==> src/rtl/ddr_request_scheduler.sv <==
// ddr_request_scheduler: round-robin arbiter that shares one MIG application
// port among NUM_CORES cores, issuing one 32-bit word access at a time as a
// 128-bit read or masked write.
//
// state    | meaning
// ---------+---------------------------------------------------------------
// S_INIT   | waiting for MIG calibration; requests ignored
// S_IDLE   | pick next requester round-robin, latch its request
// S_CMD    | app_en / app_wdf_wren held until each is accepted
// S_RD_WAIT| read command accepted, waiting for app_rd_data_valid
// S_RESP   | one-cycle response pulse to the owner, then release grant
module ddr_request_scheduler #(
  parameter int NUM_CORES      = 16,
  parameter int ADDR_WIDTH     = 28,
  parameter int APP_DATA_WIDTH = 128
) (
  input  logic                          clk,
  input  logic                          reset,
  input  logic                          init_calib_complete,
  input  logic [NUM_CORES-1:0]          core_req_valid,
  input  logic [NUM_CORES-1:0]          core_req_we,
  input  logic [NUM_CORES*32-1:0]       core_req_addr,
  input  logic [NUM_CORES*32-1:0]       core_req_wdata,
  output logic [NUM_CORES-1:0]          core_grant,
  output logic [NUM_CORES-1:0]          core_resp_valid,
  output logic [31:0]                   core_resp_rdata,
  output logic                          busy,
  output logic                          app_en,
  output logic [2:0]                    app_cmd,
  output logic [ADDR_WIDTH-1:0]         app_addr,
  input  logic                          app_rdy,
  output logic                          app_wdf_wren,
  output logic                          app_wdf_end,
  output logic [APP_DATA_WIDTH-1:0]     app_wdf_data,
  output logic [APP_DATA_WIDTH/8-1:0]   app_wdf_mask,
  input  logic                          app_wdf_rdy,
  input  logic                          app_rd_data_valid,
  input  logic [APP_DATA_WIDTH-1:0]     app_rd_data
);

  localparam int PTR_W = $clog2(NUM_CORES);

  typedef enum logic [2:0] {S_INIT, S_IDLE, S_CMD, S_RD_WAIT, S_RESP} state_t;

  state_t                        state, state_nxt;
  logic [PTR_W-1:0]              rr_ptr, rr_ptr_nxt;
  logic [1:0]                    lane, lane_nxt;
  logic                          is_write, is_write_nxt;
  logic                          cmd_done, cmd_done_nxt;
  logic                          wdf_done, wdf_done_nxt;

  logic [NUM_CORES-1:0]          grant_nxt, resp_valid_nxt;
  logic [31:0]                   rdata_nxt;
  logic                          busy_nxt;
  logic                          app_en_nxt, wren_nxt, wend_nxt;
  logic [2:0]                    app_cmd_nxt;
  logic [ADDR_WIDTH-1:0]         app_addr_nxt;
  logic [APP_DATA_WIDTH-1:0]     wdf_data_nxt;
  logic [APP_DATA_WIDTH/8-1:0]   wdf_mask_nxt;

  logic                          arb_found;
  logic [PTR_W-1:0]              arb_idx, arb_cand;
  logic [ADDR_WIDTH-2:0]         sel_addr;   // byte address bits [ADDR_WIDTH:2]
  logic [31:0]                   sel_wdata;
  logic                          cmd_acc, wdf_acc;

  assign sel_addr  = core_req_addr[32*int'(arb_idx) + 2 +: ADDR_WIDTH-1];
  assign sel_wdata = core_req_wdata[32*int'(arb_idx) +: 32];
  assign cmd_acc   = app_en & app_rdy;
  assign wdf_acc   = app_wdf_wren & app_wdf_rdy;

  // Round-robin search: first pending core at or after rr_ptr, wrapping.
  always_comb begin
    arb_found = 1'b0;
    arb_idx   = '0;
    arb_cand  = '0;
    for (int i = 0; i < NUM_CORES; i++) begin
      arb_cand = rr_ptr + PTR_W'(i);
      if (!arb_found && core_req_valid[arb_cand]) begin
        arb_found = 1'b1;
        arb_idx   = arb_cand;
      end
    end
  end

  // Next-state and next-output decode; every output is registered below.
  always_comb begin
    state_nxt       = state;
    rr_ptr_nxt      = rr_ptr;
    lane_nxt        = lane;
    is_write_nxt    = is_write;
    cmd_done_nxt    = cmd_done;
    wdf_done_nxt    = wdf_done;
    grant_nxt       = core_grant;
    resp_valid_nxt  = core_resp_valid;
    rdata_nxt       = core_resp_rdata;
    app_en_nxt      = app_en;
    app_cmd_nxt     = app_cmd;
    app_addr_nxt    = app_addr;
    wren_nxt        = app_wdf_wren;
    wend_nxt        = app_wdf_end;
    wdf_data_nxt    = app_wdf_data;
    wdf_mask_nxt    = app_wdf_mask;

    case (state)
      S_INIT: begin
        if (init_calib_complete) state_nxt = S_IDLE;
      end
      S_IDLE: begin
        if (arb_found) begin
          is_write_nxt = core_req_we[arb_idx];
          lane_nxt     = sel_addr[1:0];
          grant_nxt    = NUM_CORES'(1) << arb_idx;
          rr_ptr_nxt   = arb_idx + PTR_W'(1);
          app_en_nxt   = 1'b1;
          app_cmd_nxt  = core_req_we[arb_idx] ? 3'b000 : 3'b001;
          // 16-bit column units, aligned to an 8-column burst
          app_addr_nxt = {sel_addr[ADDR_WIDTH-2:2], 3'b000};
          wdf_data_nxt = {(APP_DATA_WIDTH/32){sel_wdata}};
          wdf_mask_nxt = '1;
          wdf_mask_nxt[{sel_addr[1:0], 2'b00} +: 4] = 4'b0000;
          wren_nxt     = core_req_we[arb_idx];
          wend_nxt     = core_req_we[arb_idx];
          cmd_done_nxt = 1'b0;
          // a read has no data phase, so its data side starts out done
          wdf_done_nxt = ~core_req_we[arb_idx];
          state_nxt    = S_CMD;
        end
      end
      S_CMD: begin
        if (cmd_acc) app_en_nxt = 1'b0;
        if (wdf_acc) begin
          wren_nxt = 1'b0;
          wend_nxt = 1'b0;
        end
        cmd_done_nxt = cmd_done | cmd_acc;
        wdf_done_nxt = wdf_done | wdf_acc;
        if (cmd_done_nxt && wdf_done_nxt) begin
          if (is_write) begin
            resp_valid_nxt = core_grant;
            state_nxt      = S_RESP;
          end else begin
            state_nxt = S_RD_WAIT;
          end
        end
      end
      S_RD_WAIT: begin
        if (app_rd_data_valid) begin
          rdata_nxt      = app_rd_data[{lane, 5'b00000} +: 32];
          resp_valid_nxt = core_grant;
          state_nxt      = S_RESP;
        end
      end
      S_RESP: begin
        resp_valid_nxt = '0;
        grant_nxt      = '0;
        state_nxt      = S_IDLE;
      end
      default: state_nxt = S_INIT;
    endcase

    busy_nxt = (state_nxt != S_IDLE);
  end

  // State, bookkeeping and output registers; all cleared by reset.
  always_ff @(posedge clk or negedge reset) begin
    if (!reset) begin
      state           <= S_INIT;
      rr_ptr          <= '0;
      lane            <= '0;
      is_write        <= 1'b0;
      cmd_done        <= 1'b0;
      wdf_done        <= 1'b0;
      core_grant      <= '0;
      core_resp_valid <= '0;
      core_resp_rdata <= '0;
      busy            <= 1'b0;
      app_en          <= 1'b0;
      app_cmd         <= '0;
      app_addr        <= '0;
      app_wdf_wren    <= 1'b0;
      app_wdf_end     <= 1'b0;
      app_wdf_data    <= '0;
      app_wdf_mask    <= '0;
    end else begin
      state           <= state_nxt;
      rr_ptr          <= rr_ptr_nxt;
      lane            <= lane_nxt;
      is_write        <= is_write_nxt;
      cmd_done        <= cmd_done_nxt;
      wdf_done        <= wdf_done_nxt;
      core_grant      <= grant_nxt;
      core_resp_valid <= resp_valid_nxt;
      core_resp_rdata <= rdata_nxt;
      busy            <= busy_nxt;
      app_en          <= app_en_nxt;
      app_cmd         <= app_cmd_nxt;
      app_addr        <= app_addr_nxt;
      app_wdf_wren    <= wren_nxt;
      app_wdf_end     <= wend_nxt;
      app_wdf_data    <= wdf_data_nxt;
      app_wdf_mask    <= wdf_mask_nxt;
    end
  end

endmodule

==> config.mk <==
export PLATFORM = sky130hd
export DESIGN_NAME = ddr_request_scheduler
export DESIGN_NICKNAME = d
export VERILOG_FILES = /design/src/rtl/ddr_request_scheduler.sv
export SDC_FILE = /design/constraint.sdc
export NUM_CORES = 1
export LEC_CHECK = 0
export CAP_MARGIN = 40
export CORE_AREA = 4 4 548 550
export CTS_CLUSTER_DIAMETER = 100
export CTS_CLUSTER_SIZE = 40
export DETAILED_ROUTE_END_ITERATION = 16
export DIE_AREA = 0 0 552 554
export SLEW_MARGIN = 40
export SYNTH_ARGS = -nofsm -noshare
export SYNTH_HDL_FRONTEND = slang
export SYNTH_SLANG_ARGS = --single-unit
==> constraint.sdc <==
create_clock -name clk -period 5.45 [get_ports clk]
set_clock_uncertainty 0.15 [all_clocks]
set_input_delay 1.09 -clock clk [delete_from_list [all_inputs] [get_ports clk]]
set_output_delay 1.09 -clock clk [all_outputs]
set_load 0.01 [all_outputs]
==> reports/metrics.cfg, run 1 <==
[sta]
period_share=1.01
slew_viol_final=0
relSlewSlack=0.489
min_period_ns=5.51
finalSetupViolCount=1
final.setup.tns_ns=-0.0552
tightest_slew_ns=0.758
finalWorstSetupSlack_ns=-0.0552
final_hold_viol_count=0
max_freq_ghz=0.182
rsz0062_at_grt=yes

[synthesis]
synth_seq_cells=141
yosys-top-cells-area=mux2i_1, dfrtp_1, mux4_2
synth_area_per_cell_um2=9.90
synth_top_area_share=0.413
yosysTopAreaCell=mux2i_1
synth_warnings=0
netlist_area_mm2=0.0190
synth_edf_count=0
ys_seq_area_frac=0.186
synth_cell_types=85
synthArstFlopShare=1.00
synthCells=1920
ys.flop_type=dfrtp_1

[clock_network]
cts_tree=yes
clk_pin_slew_worst_paths_ns=0.10
cts.sinks=141
clk_path_buf_depth=3
ctsHoldBuffers=0
clk_latency_ns=0.57
clockRootBuffer=clkbuf_16
numCtsBuffers=21
htreeDepth=4

[die]
fp.dieH_um=554
start_util=0.0643
io_pins=1433
core-area_mm2=0.296
die_area_mm2=0.306
rows=200
die_w_um=552

[worst_setup_path]
slowest_delay_ns=0.59
worstPathArrival_ns=5.83
critPathKind=in2reg
crit_fanout=21
path_depth=18
critPathRequiredTime_ns=5.78
start_kind=input pin
crit_family=multiplexers
crit_buf_inv=7
cp_slowest_cell=or4b_4
crit_path_end_kind=flip-flop
path_cells=clkdlybuf4s50_1, buf_6, mux4_2, mux4_2, or4b_4, nor4_4, buf_4, a21oi_1, a31oi_1, buf_4, nand3_4, buf_4, buf_12, buf_6, mux2i_1, mux2i_1, mux2i_1, o211ai_1
rr_worst_depth=18

[layout]
layout-drive-gt1-share=0.199
layout_commonest_cell=clkdlybuf4s50_1
nNetsFinal=4678
layout_common_cells=clkdlybuf4s50_1, mux2i_1, buf_4
area_growth_pct=116

[drt]
via_per_inst=3.12
first_iter_violations=1341
dr.pass1.iters=5
via_count=23300
wl_per_cell_um=28.0
route.detailed.drc=0
ant_nets=0
wl_um=209000

[outcome]
violations=negative setup slack
status=finished, violations left

[global_route]
grt_remaining_overflow=0
first_global_vias=24000
antenna_found_initial=168
grt_usage=0.129
grt_pass1_wl_um=258000
grt_max_degree=98

[min_path]
hold_path.class=in2async

[placement]
place.gp.congestion=0.914
io_buffers=1347
place_hpwl_um=185000

[run]
maxCapViolations=0

## cell families after synthesis
logic type	Yosys count	share of synthesized area
multiplexers	909	0.527
AND/OR/NAND/NOR	302	0.0776
buffers and inverters	286	0.0937
AO/OA/AOI/OAI	257	0.102
flip-flops	141	0.186
adder cells (fa/ha/maj)	13	0.00856
XOR/XNOR	11	0.00507
other	1	0.000197
## stage by stage
step,utilization,hold WS (ns),std cells,cell area (um^2),setup WS (ns)
after global routing,0.139,0.236,7453,41000,-0.0799
after global placement,0.134,0.317,7371,39600,-1.04
after floorplan,-,0.313,1924,19000,0.101
after CTS,0.136,0.184,7404,40300,-0.0160
after detailed placement,0.134,0.316,7371,39600,-1.03
final,0.139,0.251,7476,41100,-0.0552
## state kept, by name, indices dropped and copies added (netlist names), 2 cells and up
signal,cells
rr_ptr,4
state,3
core_grant,16
app_wdf_mask,4
lane,2
core_resp_rdata,32
core_resp_valid,16
app_addr,25
app_wdf_data,32
## metal layers
| metal | GRT usage | vias to the layer above | share of wire |
|---|---|---|---|
| met5 | 0 | - | 0.0019 |
| met4 | 0.0368 | 60 | 0.027 |
| met3 | 0.0477 | 297 | 0.092 |
| met2 | 0.221 | 1348 | 0.48 |
| met1 | 0.151 | 11200 | 0.40 |
| li1 | - | 10400 | - |
## worst reg2reg max path, cell delays in order (launching register included)
cell and delay, ns:
dfrtp_1 0.38, buf_4 0.23, buf_12 0.24, mux4_2 0.61, mux4_2 0.53, or4b_4 0.53, nor4_4 0.18, buf_4 0.17
a21oi_1 0.05, a31oi_1 0.17, buf_4 0.15, nand3_4 0.15, buf_4 0.19, buf_12 0.15, buf_6 0.30, mux2i_1 0.13
mux2i_1 0.58, mux2i_1 0.18, o211ai_1 0.19
## final cells by class
| class | instances | area (um^2) |
|---|---|---|
| diodes | 52 | 130 |
| clock buffers | 23 | 543 |
| clock inverters | 10 | 138 |
| fillers | 33600 | 255000 |
| inverters | 18 | 68.8 |
| multi-input cells | 1497 | 14100 |
| flip-flops and latches | 141 | 3530 |
| well taps | 3939 | 4930 |
| repair buffers | 1796 | 17600 |
## repair_timing
action / CTS / global route
gates resized for setup: 27 / 82
gates cloned: 0 / 3
setup endpoints to repair: 33 / 64
pin swaps: 0 / 5
setup buffers: 0 / 15
## final timing paths
kind	slack [ns]	to	start
worst max-delay path	-0.06	app_wdf_data[101]$_DFFE_PN0P_	core_req_valid[3]
worst min-delay path	0.25	app_addr[4]$_DFFE_PN0P_	reset
worst max register to register	0.10	app_wdf_data[101]$_DFFE_PN0P_	rr_ptr[1]$_DFFE_PN0P_
worst min register to register	0.32	core_resp_valid[8]$_DFFE_PN0P_	core_resp_valid[8]$_DFFE_PN0P_
max in group asynchronous	3.66	app_addr[19]$_DFFE_PN0P_	reset
min in group clk	0.32	core_resp_valid[8]$_DFFE_PN0P_	core_resp_valid[8]$_DFFE_PN0P_
## cell usage after synthesis (4+ instances only)
master    instances
nor2_1           34
ha_1             13
nand4_1           9
nor4_1            5
and3_1            9
a21o_1            5
mux4_2           67
dfrtp_1         141
a22o_1           14
clkbuf_1         44
o21ai_0          16
nand3_1          37
mux2_2           55
inv_1            12
nand4b_1          5
nor3b_1           6
buf_6             5
o211ai_1         65
nor3_1            9
mux2i_1         784
buf_4           160
a22oi_1          60
nand2b_1         13
a21oi_1          26
buf_2            55
a311oi_1          4
a211oi_1          5
buf_1             4
a31oi_1           5
inv_2             4
xnor2_1           8
and2_1            6
nand2_1         145
nor2b_1           4
o22ai_1           4
Power of run 1 is left out: the tool's default activity adds up to more than one toggle a clock period on the data nets, which glitch-free logic cannot reach.
==> inputs of run 2 (changes only) <==
clock period = 5.7 ns   (was 5.45 ns; I/O delays follow)
==> run 2 against run 1 <==
The run now ends clean. Core utilization down 0.15 points. Die area did not move. Non-clock buffer count fell by 17. First-iteration DRC count rose by 2.2%. Design area shrank 1.1%. Routed wire length down 0.81%. Flip-flop and latch count unchanged. Sequential share of layout area up 0.087 points. Global-route usage is essentially flat. Largest cell class unchanged. Register-to-register slack about the same. Cell count shrank 0.33%.
==> reports/metrics.cfg, run 2 (same netlist as run 1, synthesis figures left out) <==
[worst_setup_path]
crit_path_end_kind=flip-flop
start_kind=input pin
cp_slowest_cell=mux4_2
path_cells=clkdlybuf4s50_1, buf_4, mux4_2, buf_4, mux4_2, mux2i_1, a31oi_1, o21ai_0, nand3_1, nand3_4, buf_12, buf_4, mux2i_1, mux2i_1, mux2i_1, buf_4, o211ai_1
slowest_delay_ns=0.52
crit_fanout=12
critPathRequiredTime_ns=5.96
critPathKind=in2reg
worstPathArrival_ns=5.93

[placement]
placed_cells=7371
io_buffers=1347
place_hpwl_um=185000
pre_cts_ws_ns=-1.10
place.gp.congestion=0.930

[sta]
tightest_slew_ns=0.850
finalWorstSetupSlack_ns=0.0263
finalSetupViolCount=0
period_share=0.995
max_freq_ghz=0.176
rsz0062_at_grt=yes
relSlewSlack=0.417
final_hold_viol_count=0
slew_viol_final=0
min_period_ns=5.67

[die]
start_util=0.0643
die_w_um=552
fp.dieH_um=554
io_pins=1433
rows=200
die_area_mm2=0.306
core-area_mm2=0.296

[global_route]
first_global_vias=24200
grt_usage=0.129
antenna_found_initial=148
grt_pass1_wl_um=257000
grt_remaining_overflow=0
grt_max_degree=79

[clock_network]
cts_tree=yes
clk_pin_slew_worst_paths_ns=0.10
htreeDepth=4
clk_path_buf_depth=3
clk_latency_ns=0.56
cts.sinks=141
clockRootBuffer=clkbuf_16
numCtsBuffers=21

[drt]
via_count=23100
ant_nets=0
route.detailed.drc=0
via_per_inst=3.10
first_iter_violations=1370
dr.pass1.iters=7
wl_per_cell_um=27.8
wl_um=207000

[layout]
final_cells=7451
final_util=0.137
reg.largest.list=app_wdf_data (32), core_resp_rdata (32), app_addr (25)
area_growth_pct=114
layout_common_cells=clkdlybuf4s50_1, mux2i_1, buf_4
nFillCells=33600
nNetsFinal=4661
layout_commonest_cell=clkdlybuf4s50_1
seq_area_mm2=0.00353
multi_input_area_mm2=0.0140
layout-drive-gt1-share=0.187

[min_path]
hold_path.class=in2async

[run]
maxCapViolations=0

[outcome]
status=completed

==> run 2: repair_timing <==
| action | 4_1_cts | 5_1_grt |
|---|---|---|
| endpoints found under the setup margin | 55 | 64 |
| resized for setup | 18 | 49 |
| pin swaps | 0 | 1 |
| buffers inserted | 0 | 1 |
| hold buffers | 0 | 0 |
| gates cloned | 0 | 1 |
==> run 2: layer usage <==
metal  vias up  global-route usage  part of all wire  routed length (um)
met4        34              0.0381             0.032                6700
met5         -                   0            0.0010                 215
met3       249              0.0339             0.074               15300
li1      10300                   -                 -                   -
met2      1297               0.225              0.49              101000
met1     11200               0.155              0.41               84500
==> run 2: worst paths after layout <==
| kind | start | endpoint | slack (ns) | cells after the start |
|---|---|---|---|---|
| max in group asynchronous | reset | lane[0]$_DFFE_PN0P_ | 4.20 | 2 |
| setup / recovery | core_req_valid[0] | app_wdf_data[104]$_DFFE_PN0P_ | 0.03 | 17 |
| hold / removal | reset | app_wdf_data[126]$_DFFE_PN0P_ | 0.29 | 1 |
| hold reg to reg | core_resp_valid[3]$_DFFE_PN0P_ | core_resp_valid[3]$_DFFE_PN0P_ | 0.32 | 2 |
| min in group clk | core_resp_valid[3]$_DFFE_PN0P_ | core_resp_valid[3]$_DFFE_PN0P_ | 0.32 | 2 |
| setup reg to reg | rr_ptr[1]$_DFFE_PN0P_ | app_wdf_data[104]$_DFFE_PN0P_ | 0.11 | 19 |
==> run 2: critical path, delay by kind of cell <==
kind / cells / cell delay, ns
AO/OA/AOI/OAI: 3 / 0.70
buffers and inverters: 6 / 1.31
multiplexers: 6 / 2.29
AND/OR/NAND/NOR: 2 / 0.41
==> run 2: final cells by class <==
cell class                      instances  share of cell area
Inverter                               18             0.00169
Timing Repair Buffer                 1779               0.426
Clock buffer                           22              0.0130
Clock inverter                         10             0.00345
Multi-Input combinational cell       1497               0.345
Sequential cell                       141              0.0869
Tap cell                             3939               0.121
Antenna cell                           45             0.00277
==> run 2: through the flow <==
| stage | hold slack [ns] | cell area (um^2) | setup TNS, ns |
|---|---|---|---|
| final | 0.286 | 40600 | 0 |
| after global placement | 0.315 | 39500 | -50.67 |
| after CTS | 0.327 | 40200 | 0 |
| after floorplan | 0.313 | 19000 | 0 |
| after global routing | 0.257 | 40600 | -0.0603 |
| after detailed placement | 0.308 | 39500 | -50.42 |
Power of run 2 is left out for the same reason.
==> inputs of run 3 (changes only) <==
ABC_CLOCK_PERIOD_IN_PS = 5700   (was not set)
==> results of run 3 <==
Same layout as run 2: the final DEF is identical, and so are final timing and power.
Power of run 3 is left out for the same reason.
